**src/rtl/fg_prog_sequencer.sv**
```systemverilog
// Floating-gate programming sequencer: one command at a time, drives decoder
// addresses and switch enables, issues inject/tunnel pulses and runs a measure loop.
module fg_prog_sequencer #(
  parameter int ISL_W         = 1,
  parameter int ROW_W         = 2,
  parameter int COL_W         = 3,
  parameter int CNT_W         = 16,
  parameter int SETTLE_CYCLES = 8
) (
  input  logic             clk,
  input  logic             rst,
  input  logic             cmd_valid,
  output logic             cmd_ready,
  input  logic [ISL_W-1:0] cmd_island,
  input  logic [ROW_W-1:0] cmd_row,
  input  logic [COL_W-1:0] cmd_col,
  input  logic [1:0]       cmd_mode,
  input  logic [CNT_W-1:0] cmd_pulse_width,
  input  logic [7:0]       cmd_max_pulses,
  input  logic             abort,
  output logic             meas_start,
  input  logic             meas_done,
  input  logic             meas_above,
  output logic [ISL_W-1:0] island_sel,
  output logic [ROW_W-1:0] row_addr,
  output logic [COL_W-1:0] col_addr,
  output logic             decode_en,
  output logic             drain_sel_en,
  output logic             prog_sw_en,
  output logic             inj_pulse,
  output logic             tunnel_en,
  output logic             rsp_valid,
  input  logic             rsp_ready,
  output logic [1:0]       rsp_status,
  output logic [7:0]       rsp_count
);

  typedef enum logic [2:0] {IDLE, SETUP, PULSE, GAP, MEASURE, RESP} state_t;

  localparam logic [1:0] M_INJ = 2'b00, M_TUN = 2'b01, M_READ = 2'b10, M_ILL = 2'b11;
  localparam logic [1:0] ST_OK = 2'b00, ST_BELOW = 2'b01, ST_ILL = 2'b10, ST_ABORT = 2'b11;
  localparam logic [CNT_W-1:0] SETTLE_M1 = CNT_W'(SETTLE_CYCLES - 1);

  state_t           state;
  logic [1:0]       mode_q;
  logic [CNT_W-1:0] pw_q;
  logic [7:0]       max_q;
  logic [CNT_W-1:0] tmr;

  logic active, bad_cmd;
  assign active  = (state == SETUP) || (state == PULSE) || (state == GAP) || (state == MEASURE);
  assign bad_cmd = (cmd_mode == M_ILL) ||
                   ((cmd_mode != M_READ) && ((cmd_max_pulses == 8'd0) || (cmd_pulse_width == '0)));

  always_ff @(posedge clk) begin
    if (rst) begin
      state        <= IDLE;
      cmd_ready    <= 1'b1;
      mode_q       <= M_INJ;
      pw_q         <= '0;
      max_q        <= '0;
      tmr          <= '0;
      meas_start   <= 1'b0;
      island_sel   <= '0;
      row_addr     <= '0;
      col_addr     <= '0;
      decode_en    <= 1'b0;
      drain_sel_en <= 1'b0;
      prog_sw_en   <= 1'b0;
      inj_pulse    <= 1'b0;
      tunnel_en    <= 1'b0;
      rsp_valid    <= 1'b0;
      rsp_status   <= '0;
      rsp_count    <= '0;
    end else begin
      meas_start <= 1'b0;
      // Abort beats everything else, including a coincident meas_done.
      if (abort && active) begin
        state        <= RESP;
        decode_en    <= 1'b0;
        drain_sel_en <= 1'b0;
        prog_sw_en   <= 1'b0;
        inj_pulse    <= 1'b0;
        tunnel_en    <= 1'b0;
        rsp_valid    <= 1'b1;
        rsp_status   <= ST_ABORT;
      end else begin
        case (state)
          IDLE: if (cmd_valid) begin
            cmd_ready  <= 1'b0;
            island_sel <= cmd_island;
            row_addr   <= cmd_row;
            col_addr   <= cmd_col;
            mode_q     <= cmd_mode;
            pw_q       <= cmd_pulse_width;
            max_q      <= cmd_max_pulses;
            rsp_count  <= '0;
            if (bad_cmd) begin
              state      <= RESP;
              rsp_valid  <= 1'b1;
              rsp_status <= ST_ILL;
            end else begin
              state        <= SETUP;
              tmr          <= SETTLE_M1;
              decode_en    <= 1'b1;
              drain_sel_en <= 1'b1;
              prog_sw_en   <= (cmd_mode == M_INJ);
            end
          end
          SETUP, GAP: begin
            if (tmr != '0) tmr <= tmr - 1'b1;
            else if (state == SETUP && mode_q == M_READ) begin
              state      <= MEASURE;
              meas_start <= 1'b1;
            end else begin
              state     <= PULSE;
              tmr       <= pw_q - 1'b1;
              inj_pulse <= (mode_q == M_INJ);
              tunnel_en <= (mode_q == M_TUN);
            end
          end
          PULSE: begin
            if (tmr != '0) tmr <= tmr - 1'b1;
            else begin
              state      <= MEASURE;
              meas_start <= 1'b1;
              inj_pulse  <= 1'b0;
              tunnel_en  <= 1'b0;
              if (rsp_count != 8'hFF) rsp_count <= rsp_count + 8'd1;
            end
          end
          MEASURE: begin
            // meas_done is ignored during the request cycle itself.
            if (meas_done && !meas_start) begin
              if (meas_above || mode_q == M_READ || rsp_count == max_q) begin
                state        <= RESP;
                decode_en    <= 1'b0;
                drain_sel_en <= 1'b0;
                prog_sw_en   <= 1'b0;
                rsp_valid    <= 1'b1;
                rsp_status   <= meas_above ? ST_OK : ST_BELOW;
              end else begin
                state <= GAP;
                tmr   <= SETTLE_M1;
              end
            end
          end
          RESP: if (rsp_ready) begin
            state     <= IDLE;
            rsp_valid <= 1'b0;
            cmd_ready <= 1'b1;
          end
          default: state <= IDLE;
        endcase
      end
    end
  end

endmodule

```
**config.mk**
```make
export PLATFORM = sky130hd
export DESIGN_NAME = fg_prog_sequencer
export DESIGN_NICKNAME = d
export VERILOG_FILES = /design/src/rtl/fg_prog_sequencer.sv
export SDC_FILE = /design/constraint.sdc
export NUM_CORES = 1
export LEC_CHECK = 0
export CAP_MARGIN = 20
export CORE_ASPECT_RATIO = 2
export CORE_MARGIN = 1.5
export CORE_UTILIZATION = 50
export CTS_CLUSTER_SIZE = 40
export DETAILED_ROUTE_END_ITERATION = 12
export PLACE_DENSITY = 0.83
export SYNTH_ARGS = -nofsm -noshare
export SYNTH_HDL_FRONTEND = slang
export SYNTH_SLANG_ARGS = --single-unit
```
**constraint.sdc**
```tcl
create_clock -name clk -period 3 [get_ports clk]
set_clock_uncertainty 0.05 [all_clocks]
set_input_delay 0.6 -clock clk [delete_from_list [all_inputs] [get_ports clk]]
set_output_delay 0.6 -clock clk [all_outputs]
set_load 0.005 [all_outputs]
```
==> results.py, run 1 <==
metrics = {
    "detailed_routing": {
        "vias_per_cell": 6.24,
        "drt_pass1_iterations": 5,
        "vias": 4133,
        "drtIter0Drc": 307,
        "ant_nets": 0,
        "wl_um": 12000,
        "drc": 0,
        "avgRoutedWirePerCell_um": 18.1,
    },
    "run": {
        "drv_cap": 0,
    },
    "floorplan": {
        "core_area_um2": 7600,
        "fp.dieH_um": 128,
        "die-area_um2": 8380,
        "fp-row-count": 45,
        "start_util": 0.514,
        "io_pins": 63,
        "die-width_um": 65.5,
    },
    "sta": {
        "period_needed_ns": 2.81,
        "slew_headroom": 0.429,
        "fmax_mhz": 356,
        "rsz0062_at_grt": "no",
        "worst_pin_slew_ns": 0.855,
        "hold_viol_final": 0,
        "hold_slack_ns": 0.406,
        "slew_violations": 0,
        "setup_viol": 0,
        "finalSetupTns_ns": 0,
        "layout_worst_path_cycle_share": 0.937,
    },
    "pwr": {
        "p_leak_nw": 1.81,
        "internal_power_mw": 2.91,
        "p_total_mw": 5.01,
        "irDropWorstVdd_uv": 604,
        "seqPwrFrac": 0.260,
        "power_density_nw_per_um2": 1000,
        "switching_share": 0.419,
        "switchingPower_mw": 2.10,
        "clkPwrFrac": 0.229,
        "p_comb_frac": 0.511,
    },
    "clock_tree": {
        "clk_latency_ns": 0.34,
        "ctsHoldBuffers": 0,
        "path_clk_slew_ns": 0.06,
        "root_buffer": "clkbuf_16",
        "cts_tree": "yes",
        "cts.htree.levels": 3,
        "clockBufferDepth": 2,
        "cts.sinks": 68,
        "postCtsSetupBuffers": 0,
        "cts_resized": 0,
        "numCtsBuffers": 9,
    },
    "worst_setup_path": {
        "ff2ff_path_depth": 8,
        "critical_path.cell_chain": "inv_1 > ha_1 > or3b_1 > nor4_4 > a21boi_1 > o21ai_0 > o22ai_1 > a32o_1",
        "cp-start-kind": "flip-flop",
        "crit-reg2reg-launch": "tmr[0]",
        "cp_max_fo": 6,
        "path_buf_inv": 1,
        "cp_top_family": "compound AO/OA/AOI/OAI gates",
        "crit_cells": 8,
        "r2r-end": "tmr[11]",
        "cp-end-kind": "flip-flop",
        "cp_data_required_time_ns": 3.18,
        "cp_slowest_cell": "or3b_1",
        "slowest_delay_ns": 0.53,
        "rrSetupSlack_ns": 0.19,
        "worstPathArrival_ns": 2.99,
        "critPathKind": "reg2reg",
    },
    "hold_path": {
        "worstHoldPathType": "reg2reg",
        "hp-start": "col_addr[0]",
        "whs_endpoint": "col_addr[0]",
        "hold_depth": 2,
    },
    "global_routing": {
        "grt_start_max_net_pins": 35,
        "first_global_vias": 4071,
        "grt_usage": 0.301,
        "grt.overflow.total": 0,
        "grt_pass1_wl_um": 19300,
        "grt_antenna_before_repair": 0,
    },
    "cells_and_area": {
        "multi_input_area_um2": 2380,
        "drive_above_1_share": 0.102,
        "syn2layout_area_growth_pct": 27.8,
        "fillers": 632,
        "nets": 605,
        "regArea_um2": 1360,
        "antenna_cells": 0,
    },
    "logic_synthesis": {
        "synth.top_cell.area_share": 0.349,
        "synth-edff-count": 0,
        "syn_inst": 495,
        "synth_top_area_cell": "dfxtp_1",
        "async_flop_share": 0,
        "netlist_top_cells_count": "nand2_1 (81), dfxtp_1 (68), a21oi_1 (56), nor2_1 (27), xnor2_1 (27)",
        "ys_types": 73,
        "synth_flop_cell": "dfxtp_1",
        "netlist_top_cells_area": "dfxtp_1 (35%), nand2_1 (7.8%), a21oi_1 (7.2%), xnor2_1 (6.1%), nor2_1 (2.6%)",
        "yosysSeqAreaShare": 0.349,
        "yosysWarnings": 0,
        "syn_area_per_cell_um2": 7.89,
        "synth.most_common_cell": "nand2_1",
        "ys_seq_elements": 68,
        "netlist_area_um2": 3900,
        "synth_nets": 537,
    },
    "placement": {
        "gp_congestion": 1.01,
        "dp_hpwl_um": 8950,
        "port_buffers": 62,
    },
    "outcome": {
        "status": "finished clean",
    },
}
metrics by stage:
step | std cells | instance area, µm² | utilization | worst slack, ns
2_1_floorplan | 495 | 3900 | - | 0.673
3_5_place_dp | 646 | 4670 | 0.614 | 0.00296
5_1_grt | 662 | 4990 | 0.656 | 0.109
4_1_cts | 662 | 4990 | 0.656 | 0.233
3_3_place_gp | 646 | 4670 | 0.614 | 0.0274
6_report | 662 | 4990 | 0.656 | 0.190
worst max-delay path by stage:
stage,endpoint,start,slack (ns)
finish,tmr[11],tmr[0],0.19
global route,tmr[13],tmr[0],0.11
CTS,tmr[11],tmr[0],0.23
detailed placement,tmr[14],abort,0.003
global placement,tmr[14],cmd_pulse_width[4],0.03
floorplan,tmr[14],pw_q[0],0.67
cells in the final DEF (no fill, tap or decap), types with 5 or more instances in the layout:
cell type        count
o211ai_1             6
clkdlybuf4s50_1     61
nand2_1             81
or4_1                5
dfxtp_1             68
nor3_1              17
nor2b_1              5
o21ai_0             17
a211oi_1             7
nand3_1             14
nor2_1              27
buf_4               20
nand2b_1             7
or3_1                8
a32o_1               5
inv_1               12
a21oi_1             56
nor4_1              14
clkbuf_16            9
nand4_1              5
xnor2_1             27
o22ai_1              7
kinds of logic (layout without fill, tap and decap cells):
kind of cell             count (synthesis)  after routing  synth area share
XOR/XNOR                                29             29            0.0651
buffers and inverters                   38            111            0.0423
flip-flops                              68             68             0.349
multiplexers                             3              3           0.00833
AND/OR/NAND/NOR                        211            211             0.278
adder cells (fa/ha/maj)                  3              3           0.00962
AO/OA/AOI/OAI                          143            143             0.248
state kept, by name, indices dropped and copies added, names as in the netlist:
register      count
pw_q             16
tmr              16
max_q             8
rsp_count         8
col_addr          3
state             3
mode_q            2
row_addr          2
rsp_status        2
cmd_ready         1
drain_sel_en      1
inj_pulse         1
island_sel        1
meas_start        1
prog_sw_en        1
rsp_valid         1
tunnel_en         1
power by group through the flow:
stage          Clock [mW]  Sequential [mW]  Combinational [mW]
3_5_place_dp            0             1.31                2.50
2_1_floorplan           0             1.26                1.78
3_3_place_gp            0             1.30                2.46
6_report             1.15             1.30                2.56
5_1_grt              1.18             1.32                2.78
4_1_cts              1.15             1.29                2.53
area by class of cell:
cell class,instances,share of cell area
multi-input combinational,389,0.476
sequential,68,0.273
timing repair buffer,82,0.153
clock buffer,12,0.0494
tap,94,0.0236
clock inverter,4,0.0145
inverter,13,0.00978
metal layers:
| layer | part of all wire | up-vias | global-route usage |
|---|---|---|---|
| met5 | 0 | - | 0 |
| met4 | 0.060 | 0 | 0.188 |
| met3 | 0.046 | 66 | 0.0579 |
| met2 | 0.54 | 171 | 0.541 |
| met1 | 0.36 | 1943 | 0.308 |
| li1 | - | 1953 | - |
worst reg2reg max path: cells and delay by family, from the launching register on:
kind            cells  cell delay, ns
compound gates      4            1.07
fa+ha+maj           1            0.21
simple gates        2            0.90
buf+inv             1            0.10
flops               1            0.36
Note: power is estimated with default switching activity, not from simulation.
==> inputs of run 2 (changes only) <==
- ABC_AREA: not set -> 0
- ABC_CLOCK_PERIOD_IN_PS: not set -> 3000
- CELL_PAD_IN_SITES_DETAIL_PLACEMENT: not set -> 1
- CELL_PAD_IN_SITES_GLOBAL_PLACEMENT: not set -> 1
- CORE_UTILIZATION: 50 -> 40
- PLACE_DENSITY: 0.83 -> 0.89
==> results.py, run 2 (synthesized netlist as in run 1, its figures left out) <==
metrics = {
    "global_routing": {
        "grtUsageMet1": 0.278,
        "grt_antenna_before_repair": 0,
        "grt_usage": 0.288,
        "grtUsageMet2": 0.544,
        "met3_usage": 0.0473,
        "grt_start_max_net_pins": 35,
        "grt.overflow.total": 0,
        "first_global_vias": 4596,
        "top_usage_layer": "met2",
        "grt_pass1_wl_um": 22900,
    },
    "sta": {
        "fmax_mhz": 339,
        "layout_worst_path_cycle_share": 0.983,
        "worst_pin_slew_ns": 0.669,
        "rsz0062_at_grt": "no",
        "finalSetupTns_ns": 0,
        "setup_ws_ns": 0.0512,
        "hold_viol_final": 0,
        "period_needed_ns": 2.95,
        "slew_violations": 0,
        "slew_headroom": 0.553,
        "setup_viol": 0,
    },
    "floorplan": {
        "die-area_um2": 10400,
        "fp.dieH_um": 143,
        "core_area_um2": 9450,
        "die-width_um": 72.9,
        "io_pins": 63,
        "start_util": 0.413,
        "fp-row-count": 50,
    },
    "placement": {
        "dp_slack_ns": 0.0317,
        "dp_hpwl_um": 10600,
        "gp_congestion": 0.912,
        "port_buffers": 62,
    },
    "hold_path": {
        "whs_endpoint": "col_addr[1]",
        "hp-start": "col_addr[1]",
        "worstHoldPathType": "reg2reg",
        "hold_depth": 2,
    },
    "clock_tree": {
        "cts.sinks": 68,
        "postCtsSetupBuffers": 0,
        "cts_tree": "yes",
        "clockBufferDepth": 2,
        "cts_resized": 0,
        "clk_latency_ns": 0.34,
        "cts.htree.levels": 3,
        "path_clk_slew_ns": 0.06,
        "numCtsBuffers": 9,
        "root_buffer": "clkbuf_16",
        "ctsHoldBuffers": 0,
    },
    "detailed_routing": {
        "drc": 0,
        "avgRoutedWirePerCell_um": 20.3,
        "ant_nets": 0,
        "drt_pass1_iterations": 4,
        "wl_um": 14100,
        "vias": 4154,
        "drtIter0Drc": 279,
        "vias_per_cell": 5.96,
    },
    "worst_setup_path": {
        "cp-end-kind": "flip-flop",
        "cp-start-kind": "flip-flop",
        "r2r-end": "tmr[4]",
        "rrSetupSlack_ns": 0.05,
        "crit-reg2reg-launch": "tmr[0]",
        "cp_max_fo": 6,
        "ff2ff_path_depth": 8,
        "worstPathArrival_ns": 3.09,
        "critPathKind": "reg2reg",
        "cp_data_required_time_ns": 3.14,
    },
    "cells_and_area": {
        "nets": 604,
        "antenna_cells": 0,
        "final_cell_mix": "nand2_1 (81), dfxtp_1 (68), clkdlybuf4s50_1 (61)",
        "layout_commonest_cell": "nand2_1",
        "fin_util": 0.535,
        "syn2layout_area_growth_pct": 29.5,
        "largestRegisters": "pw_q x16, tmr x16",
        "drive_above_1_share": 0.102,
    },
    "pwr": {
        "power_density_nw_per_um2": 1020,
        "irDropWorstVdd_uv": 436,
        "p_total_mw": 5.13,
        "p_leak_nw": 1.81,
    },
    "outcome": {
        "status": "finished clean",
    },
    "run": {
        "drv_cap": 0,
    },
}
[run 2: power breakdown]
part	total, mW	switching, mW	internal (mW)
clock network	1.19	0.394	0.796
registers	1.33	0.236	1.09
logic	2.61	1.55	1.06
total	5.13	2.19	2.95
[run 2: worst max-delay path by stage]
stage	to	slack, ns	cells after the start	from
after global routing	rsp_count[7]	0.02	8	tmr[0]
after floorplan	tmr[14]	0.67	8	pw_q[0]
after global placement	tmr[12]	0.07	8	cmd_pulse_width[4]
after detailed placement	tmr[12]	0.03	8	cmd_pulse_width[4]
after CTS	rsp_count[3]	0.15	8	tmr[0]
final	tmr[4]	0.05	8	tmr[0]
[run 2: layout make-up]
class	instances	area, µm²
timing repair buffer	81	758
multi-input combinational	389	2380
sequential	68	1360
clock buffer	13	270
fill	1131	4390
inverter	13	48.8
tap	130	163
clock inverter	3	67.6
[run 2: metrics by stage]
| stage | instances | hold slack [ns] | cell area, µm² |
|---|---|---|---|
| 6_report | 697 | 0.405 | 5050 |
| 3_5_place_dp | 681 | 0.400 | 4710 |
| 3_3_place_gp | 681 | 0.393 | 4710 |
| 2_1_floorplan | 495 | 0.399 | 3900 |
| 4_1_cts | 697 | 0.409 | 5050 |
| 5_1_grt | 697 | 0.440 | 5050 |
[run 2: metal layers]
| layer | wire length, µm | part of all wire | vias up |
|---|---|---|---|
| met1 | 5030 | 0.36 | 2022 |
| met4 | 751 | 0.053 | 0 |
| li1 | - | - | 1958 |
| met2 | 7920 | 0.56 | 118 |
| met5 | 0 | 0 | - |
| met3 | 443 | 0.031 | 56 |
[run 2: critical path: stages (launching register included)]
cell and delay, ns:
dfxtp_1 0.36, inv_1 0.13, ha_1 0.24, nor3b_1 0.26
nand4_1 0.33, o21ai_0 0.60, a211oi_1 0.17, o21ai_0 0.49
o311ai_1 0.18
==> inputs of run 3 (changes only) <==
- ABC_AREA: 0 -> not set
- ABC_CLOCK_PERIOD_IN_PS: 3000 -> 3700
- CORE_UTILIZATION: 40 -> 43
- HOLD_SLACK_MARGIN: not set -> 0.1
- PLACE_DENSITY: 0.89 -> 0.94
- clock period: 3 -> 3.7 ns (I/O delays scaled with it)
==> results.py, run 3 (synthesized netlist as in run 1, its figures left out) <==
metrics = {
    "pwr": {
        "p_comb_frac": 0.520,
        "p_leak_nw": 1.72,
        "irDropWorstVdd_uv": 382,
        "p_total_mw": 3.94,
        "power_density_nw_per_um2": 813,
        "switchingPower_mw": 1.78,
        "internal_power_mw": 2.16,
        "switching_share": 0.453,
        "seqPwrFrac": 0.283,
        "clkPwrFrac": 0.196,
    },
    "outcome": {
        "status": "finished clean",
    },
    "detailed_routing": {
        "drtIter0Drc": 222,
        "drc": 0,
        "vias_per_cell": 6.37,
        "wl_um": 13900,
        "vias": 4184,
        "avgRoutedWirePerCell_um": 21.2,
        "ant_nets": 0,
        "drt_pass1_iterations": 4,
    },
    "floorplan": {
        "io_pins": 63,
        "fp.dieH_um": 138,
        "core_area_um2": 8890,
        "start_util": 0.439,
        "die-area_um2": 9690,
        "fp-row-count": 49,
        "die-width_um": 70.4,
    },
    "placement": {
        "gp_congestion": 0.924,
        "dp_hpwl_um": 10200,
        "dp_slack_ns": 0.613,
        "port_buffers": 62,
    },
    "cells_and_area": {
        "nets": 592,
        "largestRegisters": "pw_q x16, tmr x16",
        "drive_above_1_share": 0.0793,
        "final_cell_mix": "nand2_1 (81), dfxtp_1 (68), clkdlybuf4s50_1 (61)",
        "layout_commonest_cell": "nand2_1",
        "syn2layout_area_growth_pct": 24.1,
        "antenna_cells": 0,
        "fillers": 1064,
    },
    "sta": {
        "layout_worst_path_cycle_share": 0.799,
        "hold_viol_final": 0,
        "finalSetupTns_ns": 0,
        "setup_viol": 0,
        "rsz0062_at_grt": "no",
        "setup_ws_ns": 0.745,
        "slew_violations": 0,
        "fmax_mhz": 338,
        "slew_headroom": 0.426,
        "worst_pin_slew_ns": 0.860,
        "period_needed_ns": 2.96,
    },
    "clock_tree": {
        "root_buffer": "clkbuf_16",
        "ctsHoldBuffers": 0,
        "clk_latency_ns": 0.34,
        "path_clk_slew_ns": 0.06,
        "clockBufferDepth": 2,
        "cts.htree.levels": 3,
        "cts_tree": "yes",
        "numCtsBuffers": 9,
        "postCtsSetupBuffers": 0,
        "cts.sinks": 68,
        "cts_resized": 0,
    },
    "run": {
        "drv_cap": 0,
    },
    "global_routing": {
        "grt_pass1_wl_um": 22300,
        "grt_antenna_before_repair": 0,
        "grt_start_max_net_pins": 36,
        "first_global_vias": 4512,
        "grt_usage": 0.297,
        "grt.overflow.total": 0,
    },
    "worst_setup_path": {
        "cp_data_required_time_ns": 3.87,
        "cp-end-kind": "flip-flop",
        "worstPathArrival_ns": 3.12,
        "cp_max_fo": 9,
        "critPathKind": "reg2reg",
        "cp-start-kind": "flip-flop",
    },
    "hold_path": {
        "worstHoldPathType": "reg2reg",
    },
}
-- run 3: path summary, 6_finish.rpt --
path	from	endpoint	slack (ns)	cells after the start
setup reg to reg	tmr[0]	rsp_count[7]	0.74	8
hold / removal	row_addr[1]	row_addr[1]	0.41	2
hold reg to reg	row_addr[1]	row_addr[1]	0.41	2
setup / recovery	tmr[0]	rsp_count[7]	0.74	8
-- run 3: through the flow --
step           std cells  hold slack, ns  utilization  cell area, µm²
2_1_floorplan        495           0.399            -            3900
3_3_place_gp         641           0.392        0.516            4580
3_5_place_dp         641           0.400        0.516            4580
4_1_cts              657           0.411        0.545            4850
5_1_grt              657           0.423        0.545            4850
6_report             657           0.410        0.545            4850
-- run 3: area by class of cell --
type / count / area, µm² / share of cell area
Clock inverter: 4 / 26.3 / 0.00542
Timing Repair Buffer: 69 / 668 / 0.138
Inverter: 13 / 48.8 / 0.0101
Clock buffer: 12 / 236 / 0.0488
Multi-Input combinational cell: 389 / 2380 / 0.491
Sequential cell: 68 / 1360 / 0.281
Tap cell: 102 / 128 / 0.0263
-- run 3: layer usage --
metal  track usage  vias to the layer above  share of wire
li1              -                     1918              -
met1         0.280                     2031           0.34
met3        0.0607                       77          0.038
met4         0.236                        0          0.074
met2         0.543                      158           0.55
met5             0                        -              0
-- run 3: power groups by stage --
stage | logic, mW | registers (mW) | clock network [mW]
floorplan | 1.44 | 1.02 | 0
global placement | 1.90 | 1.10 | 0
detailed placement | 1.98 | 1.12 | 0
CTS | 2.02 | 1.11 | 0.791
global route | 2.21 | 1.13 | 0.817
finish | 2.05 | 1.12 | 0.774
-- run 3: critical path, stage by stage, from the launching register on --
cell       delay, ns
dfxtp_1         0.36
inv_1           0.11
ha_1            0.23
or3b_1          0.57
nor2_1          0.26
nand4_2         0.20
a2111oi_0       0.81
xnor2_1         0.20
nor2_1          0.06
